File: config.mk
export PLATFORM = sky130hd
export DESIGN_NAME = spram_rw_arbiter
export DESIGN_NICKNAME = d
export VERILOG_FILES = /design/src/rtl/spram_rw_arbiter.sv
export SDC_FILE = /design/constraint.sdc
export NUM_CORES = 1
export LEC_CHECK = 0
export CORE_MARGIN = 5
export CORE_UTILIZATION = 19
export DETAILED_ROUTE_END_ITERATION = 10
export PLACE_DENSITY = 0.84
export SETUP_SLACK_MARGIN = 0.2
export SLEW_MARGIN = 20
export SYNTH_ARGS = -nofsm -noshare
export SYNTH_HDL_FRONTEND = slang
export SYNTH_SLANG_ARGS = --single-unit
File: constraint.sdc
create_clock -name clk_i -period 1.1 [get_ports clk_i]
set_input_delay 0.22 -clock clk_i [delete_from_list [all_inputs] [get_ports clk_i]]
set_output_delay 0.22 -clock clk_i [all_outputs]
set_load 0.05 [all_outputs]
File: src/rtl/spram_rw_arbiter.sv
// spram_rw_arbiter
//   Shares one single-port SRAM between a write requester and a read
//   requester. At most one request is granted per cycle, and the SRAM command
//   is issued in the grant cycle. Read data returns RD_LATENCY cycles after
//   the read grant, qualified by rd_valid_o.
//
//   Optional feature macro: SPRAM_ARB_RR_EN
//     defined   - contention alternates between the requesters (round-robin,
//                 the first contention after reset goes to the write side)
//     undefined - the read requester always wins contention
//
// Parameters
//   WIDTH       data width
//   DEPTH       SRAM word count; AW = $clog2(DEPTH), minimum 1
//   RD_LATENCY  SRAM read latency in cycles (1..4)
//
// Ports
//   clk_i, rst_i                 clock, synchronous active-high reset
//   wr_req_i/wr_addr_i/wr_data_i write request and payload
//   wr_gnt_o                     write granted this cycle
//   rd_req_i/rd_addr_i           read request and address
//   rd_gnt_o                     read granted this cycle
//   rd_data_o/rd_valid_o         returned read data and its valid strobe
//   sram_en_o/sram_we_o          SRAM enable and write-enable
//   sram_addr_o/sram_wdata_o     SRAM address and write data
//   sram_rdata_i                 SRAM read data
//   addr_err_o                   sticky: a granted request was out of range
module spram_rw_arbiter #(
    parameter int WIDTH      = 10,
    parameter int DEPTH      = 15,
    parameter int RD_LATENCY = 1,
    localparam int AW        = (DEPTH > 1) ? $clog2(DEPTH) : 1
) (
    input  logic             clk_i,
    input  logic             rst_i,
    input  logic             wr_req_i,
    input  logic [AW-1:0]    wr_addr_i,
    input  logic [WIDTH-1:0] wr_data_i,
    output logic             wr_gnt_o,
    input  logic             rd_req_i,
    input  logic [AW-1:0]    rd_addr_i,
    output logic             rd_gnt_o,
    output logic [WIDTH-1:0] rd_data_o,
    output logic             rd_valid_o,
    output logic             sram_en_o,
    output logic             sram_we_o,
    output logic [AW-1:0]    sram_addr_o,
    output logic [WIDTH-1:0] sram_wdata_o,
    input  logic [WIDTH-1:0] sram_rdata_i,
    output logic             addr_err_o
);

    // One extra bit so that DEPTH == 2**AW still compares correctly.
    localparam logic [AW:0] DEPTH_W = (AW + 1)'(DEPTH);

    logic                  w_rd_wins;
    logic                  w_wr_gnt;
    logic                  w_rd_gnt;
    logic                  w_wr_inr;
    logic                  w_rd_inr;
    logic [RD_LATENCY-1:0] w_vld_nxt;
    logic [RD_LATENCY-1:0] w_inr_nxt;

    logic [RD_LATENCY-1:0] r_rd_vld;
    logic [RD_LATENCY-1:0] r_rd_inr;
    logic                  r_addr_err;

`ifdef SPRAM_ARB_RR_EN
    // 0 = write preferred on contention, 1 = read preferred.
    logic r_prio;

    assign w_rd_wins = r_prio;

    // Each contention hands preference to the side that just lost.
    always_ff @(posedge clk_i) begin
        if (rst_i) begin
            r_prio <= 1'b0;
        end else if (wr_req_i && rd_req_i) begin
            r_prio <= w_wr_gnt;
        end
    end
`else
    assign w_rd_wins = 1'b1;
`endif

    assign w_wr_inr = {1'b0, wr_addr_i} < DEPTH_W;
    assign w_rd_inr = {1'b0, rd_addr_i} < DEPTH_W;

    // Grants are forced low while reset is asserted, whatever the requests.
    assign w_wr_gnt = !rst_i && wr_req_i && (!rd_req_i || !w_rd_wins);
    assign w_rd_gnt = !rst_i && rd_req_i && (!wr_req_i ||  w_rd_wins);

    assign wr_gnt_o = w_wr_gnt;
    assign rd_gnt_o = w_rd_gnt;

    // Out-of-range requests are still granted but never reach the macro.
    assign sram_en_o    = (w_wr_gnt && w_wr_inr) || (w_rd_gnt && w_rd_inr);
    assign sram_we_o    = w_wr_gnt;
    assign sram_addr_o  = w_wr_gnt ? wr_addr_i : (w_rd_gnt ? rd_addr_i : '0);
    assign sram_wdata_o = w_wr_gnt ? wr_data_i : '0;

    // Read tracking pipeline: grant bit plus its in-range flag.
    if (RD_LATENCY == 1) begin : g_lat1
        assign w_vld_nxt = w_rd_gnt;
        assign w_inr_nxt = w_rd_inr;
    end else begin : g_latn
        assign w_vld_nxt = {r_rd_vld[RD_LATENCY-2:0], w_rd_gnt};
        assign w_inr_nxt = {r_rd_inr[RD_LATENCY-2:0], w_rd_inr};
    end

    always_ff @(posedge clk_i) begin
        if (rst_i) begin
            r_rd_vld <= '0;
            r_rd_inr <= '0;
        end else begin
            r_rd_vld <= w_vld_nxt;
            r_rd_inr <= w_inr_nxt;
        end
    end

    always_ff @(posedge clk_i) begin
        if (rst_i) begin
            r_addr_err <= 1'b0;
        end else if ((w_wr_gnt && !w_wr_inr) || (w_rd_gnt && !w_rd_inr)) begin
            r_addr_err <= 1'b1;
        end
    end

    // Masked by rst_i so a read in flight when reset hits never strobes,
    // even in the reset cycle before the pipeline clears.
    assign rd_valid_o = !rst_i && r_rd_vld[RD_LATENCY-1];
    assign rd_data_o  = (rd_valid_o && r_rd_inr[RD_LATENCY-1]) ? sram_rdata_i : '0;
    assign addr_err_o = r_addr_err;

endmodule

==> results of run 1 <==
==> Yosys cell counts <==
| cell | n | area (um2) |
|---|---|---|
| buf_4 | 2 | 15.0 |
| inv_1 | 1 | 3.75 |
| and3_1 | 10 | 62.6 |
| nand2b_4 | 1 | 13.8 |
| a22o_1 | 5 | 43.8 |
| nor2b_1 | 2 | 12.5 |
| nand4_1 | 2 | 12.5 |
| nor2_4 | 1 | 11.3 |
| and2_1 | 10 | 62.6 |
| buf_2 | 1 | 5.00 |
| nor2_1 | 2 | 7.51 |
| o22ai_1 | 1 | 6.26 |
| dfxtp_1 | 3 | 60.1 |
| o21ba_2 | 1 | 10.0 |
==> stage by stage <==
| stage | TNS (ps) | cells | util | hold WS, ps |
|---|---|---|---|---|
| 2_1_floorplan | -801 | 42 | - | 284 |
| 3_3_place_gp | -16300 | 131 | 0.882 | 542 |
| 3_5_place_dp | -17350 | 131 | 0.882 | 556 |
==> kinds of logic after synthesis <==
family          share of synthesized area
buf+inv                            0.0728
compound gates                      0.184
flops                               0.184
simple gates                        0.559
==> impl_metrics.env, run 1 <==
export IMPL_gp_congestion=0.671
export IMPL_seq_area_frac_synth=0.184
export IMPL_ctsHoldBuffers=0
export IMPL_dp_hpwl_um=2190
export IMPL_place_area_um2=1470
export IMPL_synth_nets=74
export IMPL_cts_sinks=3
export IMPL_die_x_um=51.5
export IMPL_ios=62
export IMPL_syn_area_um2=327
export IMPL_dp_slack_ps=-640
export IMPL_clock_path_buffers=2
export IMPL_cts_root_buf="clkbuf_4"
export IMPL_start_util=0.196
export IMPL_postCtsSetupRepairBufs=15
export IMPL_cts_htree_levels=1
export IMPL_stop_error="[ERROR DPL-0038] Utilization greater than 100%, impossible to legalize"
export IMPL_die_h_um=51.5
export IMPL_io_buffers=61
export IMPL_syn_inst=42
export IMPL_num_rows=15
export IMPL_cts_made_buffers=3
export IMPL_ctsResizeCount=78
export IMPL_synth_distinct_cells=14
export IMPL_status="did not finish"
export IMPL_syn_area_per_cell_um2=7.78
export IMPL_yosysWarnings=0
export IMPL_haltStage="clock tree synthesis (4_1_cts)"
export IMPL_ys_ff_latch=3
==> inputs of run 2 (changes only) <==
Settings changed: CORE_AREA set to 5 5 66 68, CORE_MARGIN 5 to not set, CORE_UTILIZATION 19 to not set, DIE_AREA set to 0 0 71 73, PLACE_DENSITY 0.84 to not set, PLACE_DENSITY_LB_ADDON set to 0.15, SETUP_SLACK_MARGIN 0.2 to not set.
==> run 2 against run 1 <==
The flow now finishes, with violations (setup timing). Synthesized cell count did not move. Synthesized area did not move.
==> impl_metrics.env, run 2 <==
export IMPL_status="complete, but fails checks"
export IMPL_violations="setup timing"
export IMPL_yosysWarnings=0
export IMPL_wl_per_cell_um=12.5
export IMPL_fin_nets=164
export IMPL_die_h_um=73
export IMPL_drv_cap=0
export IMPL_vias=659
export IMPL_fp_coreArea_um2=3800
export IMPL_grt_pass1_wl_um=3560
export IMPL_seq_area_frac_synth=0.184
export IMPL_most_common_layout_cells="buf_12 (32), clkdlybuf4s50_1 (18), buf_4 (17)"
export IMPL_post_route_period_util=1.20
export IMPL_syn2layout_area_growth_pct=426
export IMPL_firstDrtPassIters=2
export IMPL_final_antenna_net_count=0
export IMPL_setup_violations_final=29
export IMPL_final_setup_worst_slack_ps=-221
export IMPL_cp_required_ps=880
export IMPL_place_area_um2=1470
export IMPL_grt_overflow=0
export IMPL_power_density_nw_per_um2=594
export IMPL_synth_area_leader_cell="and2_1"
export IMPL_drt_iter0_drc=12
export IMPL_syn_area_per_cell_um2=7.78
export IMPL_hold_violations=0
export IMPL_cp_arrival_ps=1100
export IMPL_num_rows=23
export IMPL_crit_path_max_fanout=6
export IMPL_startpoint_type="register"
export IMPL_ys_ff_latch=3
export IMPL_skew_ps=0
export IMPL_die_x_um=71
export IMPL_tightest_slew_ps=247
export IMPL_peakVddDrop_v=0.000301
export IMPL_antenna_found_initial=0
export IMPL_drive_above_1_share=0.794
export IMPL_worstSkewPairLatency_ps=220
export IMPL_start_util=0.0860
export IMPL_drc=0
export IMPL_clock_path_buffers=2
export IMPL_n_antenna_cell=0
export IMPL_final_max_slew_viol_count=0
export IMPL_clk_pin_slew_ps=30
export IMPL_syn_inst=42
export IMPL_ios=62
export IMPL_synth_distinct_cells=14
export IMPL_synth_nets=74
export IMPL_synthTopCellsByArea="and2_1 (19%), and3_1 (19%), dfxtp_1 (18%)"
export IMPL_layout_min_cycle_time_ps=1320
export IMPL_grt_max_degree=8
export IMPL_synth_top_area_frac=0.192
export IMPL_cts_root_buf="clkbuf_8"
export IMPL_synthFlopType="dfxtp_1"
export IMPL_routed_wl_um=2260
export IMPL_tns_ps=-4850
export IMPL_vias_per_cell=3.64
export IMPL_finalInstanceArea_um2=1720
export IMPL_totalPowerFinal_mw=1.02
export IMPL_final_common_cell="buf_12"
export IMPL_synth_commonest_cells="and2_1 (10), and3_1 (10), a22o_1 (5)"
export IMPL_io_buffers=61
export IMPL_slew_headroom=0.835
export IMPL_cts_htree_levels=1
export IMPL_fmax_ghz=0.757
export IMPL_fillers=372
export IMPL_gp_congestion=0.667
export IMPL_fin_util=0.452
export IMPL_rsz0062_at_grt="yes"
export IMPL_cts_sinks=3
export IMPL_path_class="register to primary output"
export IMPL_hp_class="input pin to register"
export IMPL_cts_made_buffers=3
export IMPL_cts_tree="built"
export IMPL_grt_pass1_vias=693
export IMPL_async_flop_share=0
export IMPL_worstSetupEndpointType="primary output"
export IMPL_power_leakage_nw=0.753
export IMPL_dieArea_um2=5180
export IMPL_synth_edff_count=0
export IMPL_track_usage=0.0867
export IMPL_syn_area_um2=327
-- run 2: cell counts after synthesis --
No cell type changed its count.
-- run 2: layout make-up --
type	count	area, um2	area share
timing repair buffer	86	1140	0.663
multi-input combinational	37	407	0.237
tap	50	62.6	0.0364
sequential	3	61.3	0.0357
clock buffer	4	45.0	0.0262
inverter	1	3.75	0.00219
-- run 2: final timing paths --
kind / endpoint / slack (ps) / cells past startpoint / from
min reg2reg: addr_err_o$_SDFFE_PP0P_ / 550 / 1 / addr_err_o$_SDFFE_PP0P_
max: rd_data_o[2] / -220 / 3 / r_rd_vld$_SDFF_PP0_
min: r_rd_vld$_SDFF_PP0_ / 280 / 3 / rst_i
max reg2reg: addr_err_o$_SDFFE_PP0P_ / 450 / 1 / addr_err_o$_SDFFE_PP0P_
-- run 2: where the power goes --
group	switching, mW	leakage [nW]	total [mW]	internal, mW
logic	0.244	0.705	0.577	0.334
registers	0.00385	0.0251	0.119	0.116
clock network	0.0758	0.0228	0.323	0.247
total	0.323	0.753	1.02	0.697
-- run 2: what timing repair did --
item / 4_1_cts / 5_1_grt
gates resized for setup: 49 / 23
setup endpoints to repair: 30 / 31
hold buffers: 0 / 0
setup buffers: 7 / 6
gates cloned: 2 / 0
pin swaps: 9 / 13
-- run 2: stage by stage --
stage	hold slack [ps]	setup WS (ps)	cells
floorplan	292	-95.2	42
global placement	557	-610	162
detailed placement	551	-617	162
CTS	283	-241	175
global route	279	-270	181
finish	275	-221	181
-- run 2: worst max-delay path, cell delays in order, from the launching register on --
cell and delay [ps]:
dfxtp_2 330, nor2b_4 210, and3_4 220, buf_12 130
-- run 2: metal layers --
layer  wire, um  GRT usage
met1        830     0.0959
met2       1260      0.158
met3        150     0.0289
met4         14     0.0251
met5          0          0
-- run 2: cell families (layout without fill, tap and decap cells) --
group / count (synthesis) / after routing / synth area share
flip-flops: 3 / 3 / 0.184
AO/OA/AOI/OAI: 7 / 7 / 0.184
buffers and inverters: 4 / 91 / 0.0728
AND/OR/NAND/NOR: 28 / 30 / 0.559
No activity file was read; power rests on OpenSTA's default activity.
==> inputs of run 3 (changes only) <==
Settings changed: SLEW_MARGIN 20 to 10.
==> results of run 3 <==
No change in the layout: final DEF, timing and power equal those of run 2.
==> inputs of run 4 (changes only) <==
Settings changed: HOLD_SLACK_MARGIN set to 0.05.
==> results of run 4 <==
No change in the layout: final DEF, timing and power equal those of run 2.
